==> src/rtl/fpu_round_pipe.sv <==
// Elastic two-stage IEEE rounding unit: stage 1 captures mantissa/L/G/S, stage 2 holds the rounded result.
// Optional macro ROUND_STATS_EN adds a saturating counter of inexact output transfers.
module fpu_round_pipe #(
  parameter int MAN_W = 24,
  parameter int EXT_W = 3
) (
  input  logic             CLK,
  input  logic             RST,
  input  logic             in_valid,
  output logic             in_ready,
  input  logic [MAN_W-1:0] in_mant,
  input  logic [EXT_W-1:0] in_ext,
  input  logic             in_sticky,
  input  logic             in_sign,
  input  logic [2:0]       in_rmode,
`ifdef ROUND_STATS_EN
  input  logic             stat_clr,
  output logic [15:0]      stat_inexact,
`endif
  output logic             out_valid,
  input  logic             out_ready,
  output logic [MAN_W-1:0] out_mant,
  output logic             out_carry,
  output logic             out_inexact,
  output logic             out_mode_err
);

  localparam logic [2:0] RM_RNE = 3'b000;
  localparam logic [2:0] RM_RTZ = 3'b001;
  localparam logic [2:0] RM_RUP = 3'b010;
  localparam logic [2:0] RM_RDN = 3'b011;
  localparam logic [2:0] RM_RMM = 3'b100;

  localparam logic [MAN_W-1:0] ONE_POINT_ZERO = {1'b1, {(MAN_W-1){1'b0}}};

  function automatic logic round_inc(input logic [2:0] mode, input logic sign,
                                     input logic l, input logic g, input logic s);
    case (mode)
      RM_RNE:  return g & (l | s);
      RM_RTZ:  return 1'b0;
      RM_RUP:  return !sign & (g | s);
      RM_RDN:  return sign & (g | s);
      RM_RMM:  return g;
      default: return 1'b0;
    endcase
  endfunction

  function automatic logic mode_reserved(input logic [2:0] mode);
    return (mode > RM_RMM);
  endfunction

  // Returns {carry, mantissa}; a carry renormalises the mantissa to 1.000...
  function automatic logic [MAN_W:0] round_mant(input logic [MAN_W-1:0] mant, input logic inc);
    logic [MAN_W:0] sum;
    sum = {1'b0, mant} + {{MAN_W{1'b0}}, inc};
    if (sum[MAN_W]) return {1'b1, ONE_POINT_ZERO};
    return sum;
  endfunction

  logic             vld_p1_q, vld_p1_d;
  logic [MAN_W-1:0] mant_p1_q, mant_p1_d;
  logic             sign_p1_q, sign_p1_d;
  logic [2:0]       rmode_p1_q, rmode_p1_d;
  logic             guard_p1_q, guard_p1_d;
  logic             sticky_p1_q, sticky_p1_d;

  logic             vld_p2_q, vld_p2_d;
  logic [MAN_W-1:0] mant_p2_q, mant_p2_d;
  logic             carry_p2_q, carry_p2_d;
  logic             inexact_p2_q, inexact_p2_d;
  logic             moderr_p2_q, moderr_p2_d;

  logic             adv1, adv2;
  logic             inc_p1;
  logic [MAN_W:0]   rounded_p1;

  assign adv2     = !vld_p2_q | out_ready;
  assign adv1     = !vld_p1_q | adv2;
  assign in_ready = adv1;

  // Stage 0 -> 1: capture operand and collapse extension bits into G and S
  always_comb begin
    vld_p1_d    = vld_p1_q;
    mant_p1_d   = mant_p1_q;
    sign_p1_d   = sign_p1_q;
    rmode_p1_d  = rmode_p1_q;
    guard_p1_d  = guard_p1_q;
    sticky_p1_d = sticky_p1_q;
    if (adv1) begin
      vld_p1_d = in_valid;
      if (in_valid) begin
        mant_p1_d   = in_mant;
        sign_p1_d   = in_sign;
        rmode_p1_d  = in_rmode;
        guard_p1_d  = in_ext[EXT_W-1];
        sticky_p1_d = (|in_ext[EXT_W-2:0]) | in_sticky;
      end
    end
  end

  always_ff @(posedge CLK or posedge RST) begin
    if (RST) vld_p1_q <= 1'b0;
    else     vld_p1_q <= vld_p1_d;
  end

  always_ff @(posedge CLK) begin
    mant_p1_q   <= mant_p1_d;
    sign_p1_q   <= sign_p1_d;
    rmode_p1_q  <= rmode_p1_d;
    guard_p1_q  <= guard_p1_d;
    sticky_p1_q <= sticky_p1_d;
  end

  assign inc_p1     = round_inc(rmode_p1_q, sign_p1_q, mant_p1_q[0], guard_p1_q, sticky_p1_q);
  assign rounded_p1 = round_mant(mant_p1_q, inc_p1);

  // Stage 1 -> 2: apply increment; registers drive the outputs directly
  always_comb begin
    vld_p2_d     = vld_p2_q;
    mant_p2_d    = mant_p2_q;
    carry_p2_d   = carry_p2_q;
    inexact_p2_d = inexact_p2_q;
    moderr_p2_d  = moderr_p2_q;
    if (adv2) begin
      vld_p2_d = vld_p1_q;
      if (vld_p1_q) begin
        mant_p2_d    = rounded_p1[MAN_W-1:0];
        carry_p2_d   = rounded_p1[MAN_W];
        inexact_p2_d = guard_p1_q | sticky_p1_q;
        moderr_p2_d  = mode_reserved(rmode_p1_q);
      end
    end
  end

  always_ff @(posedge CLK or posedge RST) begin
    if (RST) begin
      vld_p2_q     <= 1'b0;
      mant_p2_q    <= '0;
      carry_p2_q   <= 1'b0;
      inexact_p2_q <= 1'b0;
      moderr_p2_q  <= 1'b0;
    end else begin
      vld_p2_q     <= vld_p2_d;
      mant_p2_q    <= mant_p2_d;
      carry_p2_q   <= carry_p2_d;
      inexact_p2_q <= inexact_p2_d;
      moderr_p2_q  <= moderr_p2_d;
    end
  end

  assign out_valid    = vld_p2_q;
  assign out_mant     = mant_p2_q;
  assign out_carry    = carry_p2_q;
  assign out_inexact  = inexact_p2_q;
  assign out_mode_err = moderr_p2_q;

`ifdef ROUND_STATS_EN
  logic [15:0] stat_q, stat_d;

  // Clear wins over a coincident increment; count saturates at all-ones
  always_comb begin
    stat_d = stat_q;
    if (stat_clr)
      stat_d = '0;
    else if (vld_p2_q && out_ready && inexact_p2_q && (stat_q != 16'hFFFF))
      stat_d = stat_q + 16'd1;
  end

  always_ff @(posedge CLK or posedge RST) begin
    if (RST) stat_q <= '0;
    else     stat_q <= stat_d;
  end

  assign stat_inexact = stat_q;
`endif

endmodule

==> config.mk <==
export PLATFORM = sky130hd
export DESIGN_NAME = fpu_round_pipe
export DESIGN_NICKNAME = d
export VERILOG_FILES = /design/src/rtl/fpu_round_pipe.sv
export SDC_FILE = /design/constraint.sdc
export NUM_CORES = 1
export LEC_CHECK = 0
export ABC_AREA = 1
export CORE_UTILIZATION = 53
export DETAILED_ROUTE_END_ITERATION = 10
export GPL_TIMING_DRIVEN = 0
export PLACE_DENSITY = 0.85
export SYNTH_ARGS = -nofsm -noshare
export SYNTH_HDL_FRONTEND = slang
export SYNTH_SLANG_ARGS = --single-unit
==> constraint.sdc <==
create_clock -name CLK -period 3.8 [get_ports CLK]
set_input_delay 0.76 -clock CLK [delete_from_list [all_inputs] [get_ports CLK]]
set_output_delay 0.76 -clock CLK [all_outputs]
set_load 0.01 [all_outputs]
==> run_results.csv <==
group,metric,value,unit
synthesis,synth-xor-area-share,0.0359,
floorplanning,dieArea,5350,um2
synthesis,synthSimpleGateAreaFrac,0.265,
drt,routed_wl,5.51,mm
setup_path,worstPathArrival,1.91,ns
sta,tns,0,ns
hold_path,hp-class,"flop to flop",
synthesis,ys_seq_area_frac,0.606,
sta,worst_pin_slew,1.03,ns
sta,layout_worst_path_cycle_share,0.702,
synthesis,yosys-top-cells-area,"edfxtp_1, dfrtp_1, nand2_1",
finish,layout.nets,392,
synthesis,synth_area_leader_cell,"edfxtp_1",
sta,slew_viol_final,0,
sta,period_needed,2.67,ns
clock_tree,numClockSinks,59,
clock_tree,cts_inserted_buffers,9,
setup_path,crit_top_cell,"clkdlybuf4s50_1",
synthesis,netlist_area,2680,um2
synthesis,syn_nets,317,
floorplanning,die_w,73.2,um
setup_path,crit_chain,"clkdlybuf4s50_1, inv_1, nand3_1, clkdlybuf4s50_1",
drt,first_pass_iters,5,
synthesis,synth-seq-cells,59,
synthesis,synth_fa_ha_area_frac,0.00932,
floorplanning,core_area,4790,um2
global_route,track_usage,0.237,
floorplanning,rows,25,
global_route,overflow,0,
placed_design,portBuffers,64,
sta,rsz0062_at_grt,"false",
global_route,grt_pass1_wl,9.29,mm
global_route,antenna_found_initial,0,
floorplanning,start_util,0.561,
finish,areaGrowthSynthToFinish,33.8,%
clock_tree,cts-root-buf,"clkbuf_8",
synthesis,yosys_most_used_dff,"edfxtp_1",
floorplanning,die_y,73.2,um
setup_path,worst-setup-path-type,"input pin to output port",
sta,setup_viol,0,
sta,hold_viol,0,
drt,vias,2062,
pwr,pwr_density_cell,497,nW/um2
finish,layout-drive-gt1-share,0.0864,
setup_path,crit_required,3.04,ns
placed_design,dp_hpwl,4.21,mm
clock_tree,cts_setup_buffers,0,
global_route,first_global_vias,2018,
synthesis,synth_compound_area_frac,0.0476,
clock_tree,postCtsResizedCells,0,
synthesis,synth_top_family_by_area,"simple AND/OR/NAND/NOR gates",
job,cap_violations,0,
setup_path,cpMaxStageDelayCell,"clkdlybuf4s50_1",
synthesis,syn_inst,279,
pwr,power_leakage,1.49,nW
pwr,peakVddDrop,0.293,mV
setup_path,ff2ff_setup_slack,1.53,ns
clock_tree,cts_hold_buffers,0,
finish,final_core_util,0.750,
setup_path,cp_slowest_stage_delay,0.55,ns
drt,wl_per_cell,12.9,um
drt,drc,0,
synthesis,avgSynthCellArea,9.62,um2
synthesis,yosysTopAreaCellShare,0.336,
outcome,status,"complete, no violations",
global_route,grt_max_degree,31,
synthesis,synth_edf_count,30,
sta,fin_worst_skew,0.00959,ns
drt,detail-route-antenna-nets,0,
drt,first_iter_violations,140,
floorplanning,top_level_ports,65,
setup_path,crit_fanout,3,
clock_tree,tritoncts,"done",
finish,insertedDiodeCount,0,
setup_path,endpoint_kind,"output port",
synthesis,async_flop_share,0.492,
setup_path,setup.worst_path.start_class,"input pin",
synthesis,synth_warnings,0,
clock_tree,path_clk_slew,0.06,ns
sta,max_freq,375,MHz
sta,slew_headroom,0.315,
clock_tree,worst_skew_pair.late_latency,0.33,ns
synthesis,synth_cell_type_count,28,
placed_design,place.gp.congestion,0.895,
clock_tree,htree_levels,3,
drt,via_per_inst,4.84,
synthesis,muxShareOfSynthArea,0,
clock_tree,cts_buffer_depth,2,
-- cell usage in the layout, fill, tap and decap left out --
cell type	instances
and2_1	2
buf_6	1
clkbuf_1	5
clkbuf_8	12
clkdlybuf4s50_1	64
clkinv_1	1
clkinv_2	2
dfrtp_1	29
edfxtp_1	30
ha_1	2
inv_1	19
nand2_1	96
nand2_2	3
nand2_4	1
nand3_1	14
nand3_2	1
nand3b_1	1
nand4_1	2
nor2_1	26
nor2_2	3
nor2_4	5
nor3_1	2
o21ai_0	18
o21ai_1	1
o21bai_1	2
o311ai_0	1
o41ai_1	1
or2_2	3
or3_1	1
xnor2_1	5
xor2_1	6
-- metrics by stage --
step	instance area, um2	hold WS (ns)	setup slack, ns	power [mW]	cells
final	3590	0.477	1.13	1.79	426
after global routing	3590	0.513	1.05	1.88	426
after CTS	3590	0.481	1.13	1.80	426
after detailed placement	3410	0.464	1.13	1.29	410
after global placement	3410	0.462	1.13	1.27	410
after floorplan	2680	0.515	1.79	1.04	279
-- sequential cells by signal, indices dropped and copies added (netlist names) --
register,flops
out_valid,1
out_mant,24
out_mode_err,1
out_carry,1
guard_p1_q,1
rmode_p1_q,3
sticky_p1_q,1
vld_p1_q,1
out_inexact,1
mant_p1_q,24
sign_p1_q,1
-- critical path: cells and delay by family --
| family | cells | cell delay (ns) |
|---|---|---|
| buf+inv | 3 | 1.05 |
| simple gates | 1 | 0.10 |
-- path summary, 6_finish.rpt --
path | start | to | depth (start not counted)
max | out_ready | in_ready | 4
min | out_mant[12]$_DFFE_PP0P_ | out_mant[12]$_DFFE_PP0P_ | 2
max reg2reg | rmode_p1_q[0]$_DFFE_PP_ | out_mant[11]$_DFFE_PP0P_ | 11
min reg2reg | out_mant[12]$_DFFE_PP0P_ | out_mant[12]$_DFFE_PP0P_ | 2
max in group asynchronous | RST | out_mant[11]$_DFFE_PP0P_ | 2
min in group asynchronous | RST | out_mant[1]$_DFFE_PP0P_ | 2
-- Yosys cell counts (2+ instances only) --
cell type  count
nand2_1       96
edfxtp_1      30
dfrtp_1       29
nor2_1        26
inv_1         19
o21ai_0       18
nand3_1       14
xor2_1         6
nor2_4         5
xnor2_1        5
clkbuf_1       3
nand2_2        3
nor2_2         3
or2_2          3
and2_1         2
ha_1           2
nand4_1        2
nor3_1         2
o21bai_1       2
-- power breakdown --
| group | switching [mW] | total (mW) | internal (mW) |
|---|---|---|---|
| Clock | 0.221 | 0.510 | 0.288 |
| Sequential | 0.0713 | 0.859 | 0.787 |
| Combinational | 0.191 | 0.417 | 0.227 |
| Total | 0.483 | 1.79 | 1.30 |
-- kinds of logic (layout without fill, tap and decap cells) --
group	after synthesis	in the layout
XOR/XNOR	11	11
flip-flops	59	59
AO/OA/AOI/OAI	23	23
buffers and inverters	24	104
adder cells (fa/ha/maj)	2	2
AND/OR/NAND/NOR	160	160
-- metal layers --
layer | GRT usage | up-vias | part of all wire
met1 | 0.322 | 940 | 0.47
li1 | - | 1052 | -
met3 | 0.0483 | 6 | 0.044
met2 | 0.370 | 64 | 0.47
met4 | 0.105 | 0 | 0.012
met5 | 0 | - | 0
-- area by class of cell --
cell class,instances,area [um2]
well taps,67,83.8
plain buffers,4,22.5
clock inverters,2,10.0
multi-input cells,196,960
inverters,20,75.1
clock buffers,14,173
flip-flops and latches,59,1630
fillers,367,1190
repair buffers,64,641
No activity file was read; power rests on OpenSTA's default activity.
